--- config.mk ---
export PLATFORM = sky130hd
export DESIGN_NAME = mod_counter_p_flat
export DESIGN_NICKNAME = d
export VERILOG_FILES = /design/src/rtl/mod_counter_p_pkg.sv /design/src/rtl/mod_counter_p_if.sv /design/src/rtl/mod_counter_p_tick_gen.sv /design/src/rtl/mod_counter_p.sv /design/src/flat_wrapper.sv
export SDC_FILE = /design/constraint.sdc
export NUM_CORES = 1
export LEC_CHECK = 0
export ABC_AREA = 0
export BUFFER_PORTS_ARGS = -buffer_cell sky130_fd_sc_hd__buf_4
export CORE_AREA = 2 2 39 41
export CTS_CLUSTER_DIAMETER = 60
export CTS_CLUSTER_SIZE = 8
export DETAILED_ROUTE_END_ITERATION = 16
export DIE_AREA = 0 0 41 43
export GPL_TIMING_DRIVEN = 0
export MAX_ROUTING_LAYER = met4
export SLEW_MARGIN = 0
export SYNTH_ARGS = -nofsm -noshare
export SYNTH_HDL_FRONTEND = slang
export SYNTH_SLANG_ARGS = --single-unit
--- constraint.sdc ---
create_clock -name clk -period 3.2 [get_ports clk]
set_input_delay 0.32 -clock clk [delete_from_list [all_inputs] [get_ports clk]]
set_output_delay 0.32 -clock clk [all_outputs]
set_load 0.005 [all_outputs]
--- src/rtl/mod_counter_p_pkg.sv ---
// Shared constants and helpers for the modulo up/down counter.
// Imported by the interface, the prescaler and the counter top.
package counter_pkg;

  localparam int DEF_WIDTH   = 4;
  localparam int DEF_MODULUS = 11;
  localparam int DEF_MAX     = DEF_MODULUS - 1;

  localparam bit MODE_WRAP = 1'b0;
  localparam bit MODE_SAT  = 1'b1;

  // Width of the prescaler phase register; at least one bit.
  function automatic int pre_width(input int p);
    return (p <= 2) ? 1 : $clog2(p);
  endfunction

  function automatic int max_count(input int m);
    return m - 1;
  endfunction

endpackage

--- src/rtl/mod_counter_p_if.sv ---
// Control and status bundle of the modulo counter.
// master drives controls, slave is the counter itself.
interface mod_counter_p_if
  import counter_pkg::*;
#(
  parameter int WIDTH = DEF_WIDTH
);

  logic             en;
  logic             up;
  logic             clr;
  logic             load;
  logic [WIDTH-1:0] load_val;
  logic             ovf_clr;
  logic [WIDTH-1:0] count;
  logic             tc;
  logic             ovf;

  modport master (
    output en, up, clr, load,
    output load_val, ovf_clr,
    input  count, tc, ovf
  );

  modport slave (
    input  en, up, clr, load,
    input  load_val, ovf_clr,
    output count, tc, ovf
  );

endinterface

--- src/rtl/mod_counter_p_tick_gen.sv ---
// Prescaler: one tick every PRESCALE enabled cycles.
// sync_rst restarts the phase; en=0 freezes it.
module tick_gen
  import counter_pkg::*;
#(
  parameter int PRESCALE = 1
) (
  input  logic clk,
  input  logic rst,
  input  logic en,
  input  logic sync_rst,
  output logic tick
);

  if (PRESCALE == 1) begin : g_direct
    logic unused_ok;
    assign unused_ok = ^{clk, rst, sync_rst};
    assign tick = en;
  end else begin : g_pre
    localparam int PW = pre_width(PRESCALE);
    localparam logic [PW-1:0] PMAX = PW'(PRESCALE - 1);

    logic [PW-1:0] pre;

    assign tick = en && (pre == PMAX);

    always_ff @(posedge clk or negedge rst) begin
      if (!rst) begin
        pre <= '0;
      end else if (sync_rst) begin
        pre <= '0;
      end else if (en) begin
        pre <= tick ? '0 : pre + PW'(1);
      end
    end
  end

endmodule

--- src/rtl/mod_counter_p.sv ---
// Parametrised modulo up/down counter with prescaler,
// wrap/saturate mode, terminal-count pulse and sticky overflow.
module mod_counter_p
  import counter_pkg::*;
#(
  parameter int WIDTH    = DEF_WIDTH,
  parameter int MODULUS  = DEF_MODULUS,
  parameter int PRESCALE = 1,
  parameter int SATURATE = int'(MODE_WRAP)
) (
  input  logic            clk,
  input  logic            rst,
  mod_counter_p_if.slave  bus
);

  if (WIDTH < 1 || MODULUS < 2 || PRESCALE < 1 ||
      (SATURATE != 0 && SATURATE != 1) ||
      (WIDTH < 31 && MODULUS > (1 << WIDTH))) begin : g_bad_param
    $error("mod_counter_p: illegal parameters");
  end

  localparam logic [WIDTH-1:0] MAX =
    WIDTH'(max_count(MODULUS));
  localparam bit SAT = (SATURATE == int'(MODE_SAT));

  logic             tick;
  logic [WIDTH-1:0] cnt_q;
  logic [WIDTH-1:0] cnt_d;
  logic             tc_q;
  logic             tc_d;
  logic             ovf_q;
  logic             ovf_d;
  logic             bnd;

  tick_gen #(
    .PRESCALE (PRESCALE)
  ) u_tick (
    .clk      (clk),
    .rst      (rst),
    .en       (bus.en),
    .sync_rst (bus.clr | bus.load),
    .tick     (tick)
  );

  always_comb begin
    cnt_d = cnt_q;
    bnd   = 1'b0;
    if (bus.clr) begin
      cnt_d = '0;
    end else if (bus.load) begin
      cnt_d = (bus.load_val > MAX) ? MAX : bus.load_val;
    end else if (tick) begin
      if (bus.up) begin
        if (cnt_q != MAX) begin
          cnt_d = cnt_q + WIDTH'(1);
        end else begin
          bnd = 1'b1;
          if (!SAT) cnt_d = '0;
        end
      end else begin
        if (cnt_q != '0) begin
          cnt_d = cnt_q - WIDTH'(1);
        end else begin
          bnd = 1'b1;
          if (!SAT) cnt_d = MAX;
        end
      end
    end
    tc_d  = bnd;
    // A boundary step in the same cycle as ovf_clr keeps the flag.
    ovf_d = bnd | (ovf_q & ~bus.ovf_clr);
  end

  always_ff @(posedge clk or negedge rst) begin
    if (!rst) begin
      cnt_q <= '0;
      tc_q  <= 1'b0;
      ovf_q <= 1'b0;
    end else begin
      cnt_q <= cnt_d;
      tc_q  <= tc_d;
      ovf_q <= ovf_d;
    end
  end

  assign bus.count = cnt_q;
  assign bus.tc    = tc_q;
  assign bus.ovf   = ovf_q;

endmodule

--- src/flat_wrapper.sv ---
// flat-port wrapper written by rule: the top's interface ports become plain ports
module mod_counter_p_flat import counter_pkg::*;
#(
  parameter int WIDTH    = DEF_WIDTH,
  parameter int MODULUS  = DEF_MODULUS,
  parameter int PRESCALE = 1,
  parameter int SATURATE = int'(MODE_WRAP)
)
  (clk, rst, bus_en, bus_up, bus_clr, bus_load, bus_load_val, bus_ovf_clr, bus_count, bus_tc, bus_ovf);
  mod_counter_p_if #(.WIDTH(WIDTH)) bus_i ();
  input  logic clk;
  input  logic rst;
  input wire logic [$bits(bus_i.en)-1:0] bus_en;
  input wire logic [$bits(bus_i.up)-1:0] bus_up;
  input wire logic [$bits(bus_i.clr)-1:0] bus_clr;
  input wire logic [$bits(bus_i.load)-1:0] bus_load;
  input wire logic [$bits(bus_i.load_val)-1:0] bus_load_val;
  input wire logic [$bits(bus_i.ovf_clr)-1:0] bus_ovf_clr;
  output wire logic [$bits(bus_i.count)-1:0] bus_count;
  output wire logic [$bits(bus_i.tc)-1:0] bus_tc;
  output wire logic [$bits(bus_i.ovf)-1:0] bus_ovf;
  assign bus_i.en = bus_en;
  assign bus_i.up = bus_up;
  assign bus_i.clr = bus_clr;
  assign bus_i.load = bus_load;
  assign bus_i.load_val = bus_load_val;
  assign bus_i.ovf_clr = bus_ovf_clr;
  assign bus_count = bus_i.count;
  assign bus_tc = bus_i.tc;
  assign bus_ovf = bus_i.ovf;
  mod_counter_p #(.WIDTH(WIDTH), .MODULUS(MODULUS), .PRESCALE(PRESCALE), .SATURATE(SATURATE)) u_core (.clk(clk), .rst(rst), .bus(bus_i));
endmodule
==> flow_metrics.py <==
metrics = {
    "drt": {
        "routed_wl_um": 1150,
        "ant_nets": 0,
        "num_vias": 489,
        "drt-pass1-iter-count": 4,
        "drc": 0,
        "viasPerCell": 5.32,
        "wl_per_cell_um": 12.5,
        "drtIter0Drc": 17,
    },
    "floorplanning": {
        "coreArea_sq_um": 1380,
        "ios": 17,
        "fp.dieH_um": 43,
        "rows": 14,
        "die-area_sq_um": 1760,
        "dieWidth_um": 41,
        "start_util": 0.373,
    },
    "power_and_ir_drop": {
        "power_leakage_nw": 0.319,
        "power.density_nw_per_um2": 337,
        "ir_worst_vdd_mv": 0.228,
    },
    "synthesis": {
        "synth_warnings": 0,
        "synth.distinct_cells": 31,
        "synth_area_sq_um": 517,
        "syn_nets": 72,
        "avgSynthCellArea_sq_um": 9.07,
        "synth_fa_ha_area_frac": 0.0969,
        "synthSimpleGateAreaFrac": 0.196,
        "synth_top_family_by_area": "compound AO/OA/AOI/OAI gates",
        "synth_compound_area_frac": 0.298,
        "synth.area.mux_share": 0,
        "seq_area_frac_synth": 0.291,
        "async_flop_share": 1.00,
        "netlist_instances": 57,
        "synth-seq-cells": 6,
        "synth_edf_count": 0,
        "synth_flop_cell": "dfrtp_1",
        "synthXorXnorAreaFrac": 0.0169,
    },
    "sta": {
        "setup_tns_ns": 0,
        "max_freq_mhz": 565,
        "slew_violations": 0,
        "setup_viol": 0,
        "hold_violations": 0,
        "finalCriticalPeriod_ns": 1.77,
        "maxSlewHeadroom": 0.712,
        "rsz0062_at_grt": "false",
        "max_slew.worst_pin.slew_ns": 0.432,
        "skew_ns": 0.00707,
        "period_share": 0.553,
        "setup_ws_ns": 1.43,
    },
    "worst_hold_path": {
        "hp-class": "primary input to flop",
    },
    "placed_design": {
        "hpwl_um": 884,
        "io_buffer_count": 15,
        "place_congestion": 0.770,
        "post-place-ws_ns": 1.42,
    },
    "grt": {
        "antenna_found_initial": 0,
        "grt_first_pass_wirelength_um": 1810,
        "track_usage": 0.168,
        "grt_overflow": 0,
        "grt_pass1_vias": 413,
        "grt_max_degree": 11,
    },
    "clocking": {
        "clk_path_buf_depth": 2,
        "postCtsSetupRepairBufs": 0,
        "clock-sinks": 6,
        "cts_made_buffers": 3,
        "cts_max_level": 1,
        "root_buffer": "clkbuf_4",
        "cts_resized": 0,
        "cts.clk_slew.worst_paths_ns": 0.04,
        "clk_latency_ns": 0.25,
        "tritoncts": "done",
    },
    "setup_path": {
        "cp_slowest_stage_delay_ns": 0.49,
        "crit_fanout": 8,
        "worstPathArrival_ns": 1.92,
        "worst_setup_path_end_kind": "flop",
        "crit_type": "flop to flop",
        "cp_cell_sequence": "inv_1 -> ha_1 -> and2_4 -> a31oi_2 -> nand3_1 -> a221oi_2",
        "crit_slowest_cell": "dfrtp_1",
        "crit_path_start_kind": "flop",
        "required_ns": 3.35,
    },
    "outcome": {
        "status": "finished, final reports clean",
    },
    "layout": {
        "diodes": 0,
        "areaGrowthSynthToFinish_pct": 32.0,
        "fin_nets": 93,
        "drive_gt1_frac": 0.355,
    },
    "job": {
        "drv_cap": 0,
    },
}
area by class of cell:
cell class              instances  area (sq um)
flip-flops and latches          6           150
well taps                      16          20.0
fillers                       139           702
clock buffers                   3          22.5
multi-input cells              41           314
repair buffers                 16           123
plain buffers                   3          26.3
inverters                       7          26.3
worst paths after layout:
kind                                                         to  cells past startpoint  slack (ns)                            start
worst max-delay path            u_core.bus.count[0]$_DFFE_PN0P_                      6        1.43  u_core.bus.count[0]$_DFFE_PN0P_
worst min-delay path            u_core.bus.count[0]$_DFFE_PN0P_                      2        0.28                          bus_clr
min in group asynchronous               u_core.bus.tc$_DFF_PN0_                      2        0.41                              rst
worst max register to register  u_core.bus.count[0]$_DFFE_PN0P_                      6        1.43  u_core.bus.count[0]$_DFFE_PN0P_
worst min register to register         u_core.bus.ovf$_DFF_PN0_                      1        0.48         u_core.bus.ovf$_DFF_PN0_
max in group asynchronous              u_core.bus.ovf$_DFF_PN0_                      2        2.67                              rst
worst max-delay path, delay by kind of cell (launching register included):
| kind | cells | cell delay, ns |
|---|---|---|
| AO/OA/AOI/OAI | 2 | 0.51 |
| flip-flops | 1 | 0.49 |
| AND/OR/NAND/NOR | 2 | 0.29 |
| adder cells (fa/ha/maj) | 1 | 0.25 |
| buffers and inverters | 1 | 0.12 |
logic make-up after synthesis:
kind of cell | Yosys count
buf+inv | 10
xor+xnor | 1
compound gates | 20
flops | 6
simple gates | 16
fa+ha+maj | 4
cells in the mapped netlist (all sizes together) (2+ instances only):
master | n | area [sq um]
a2111oi | 2 | 23.8
a21oi | 5 | 25.0
a221oi | 3 | 32.5
a31oi | 2 | 18.8
buf | 2 | 22.5
dfrtp | 6 | 150
ha | 4 | 50.1
inv | 7 | 26.3
nand2 | 4 | 15.0
nand3 | 2 | 10.0
nor3 | 3 | 15.0
o21ai | 3 | 15.0
o311ai | 2 | 17.5
sequential cells by signal, summed over array words and instances (netlist names):
| signal | cells |
|---|---|
| u_core.bus.count | 4 |
| u_core.bus.tc | 1 |
| u_core.bus.ovf | 1 |
metal layers:
layer | vias to the layer above | GRT usage | part of all wire
met5 | - | - | 0
met4 | 0 | 0.120 | 0.037
met3 | 5 | 0.0628 | 0.052
met2 | 13 | 0.213 | 0.47
met1 | 218 | 0.213 | 0.44
li1 | 253 | - | -
through the flow:
step	cells	hold slack [ns]	cell area (sq um)	total power, mW	util
6_report	92	0.281	682	0.230	0.493
5_1_grt	92	0.277	682	0.247	0.493
4_1_cts	92	0.271	682	0.236	0.493
3_5_place_dp	88	0.130	649	0.159	0.469
3_3_place_gp	88	0.129	649	0.159	0.469
2_1_floorplan	57	0.0244	517	0.130	-
timing repair:
item / 4_1_cts / 5_1_grt
hold endpoints to repair: 6 / 0
hold buffers: 1 / 0
setup endpoints to repair: 0 / 0
cell usage in the layout, fill, tap and decap left out:
master / n
nor4b_2: 1
nor2b_1: 1
nand2_1: 4
a21oi_1: 5
a2111oi_2: 1
o21bai_1: 1
nand4b_1: 1
inv_1: 6
a31oi_1: 1
o21ai_0: 2
o311ai_1: 1
buf_6: 2
nor2_1: 1
xnor2_1: 1
a21o_1: 1
a2111oi_0: 1
clkbuf_4: 3
nor4_2: 1
dlygate4sd3_1: 1
o22ai_1: 1
a221oi_2: 1
dfrtp_1: 6
and2_4: 1
o21ai_1: 1
inv_2: 1
nand2b_1: 1
clkbuf_1: 1
buf_4: 15
nor3_1: 3
ha_1: 4
o311ai_0: 1
a31oi_2: 1
a221oi_1: 2
nand3_1: 2
where the power goes:
group	internal, mW	switching [mW]
sequential	0.0811	0.00813
clock	0.0425	0.0288
combinational	0.0359	0.0334
total	0.160	0.0703
Note: power is estimated with default switching activity, not from simulation.
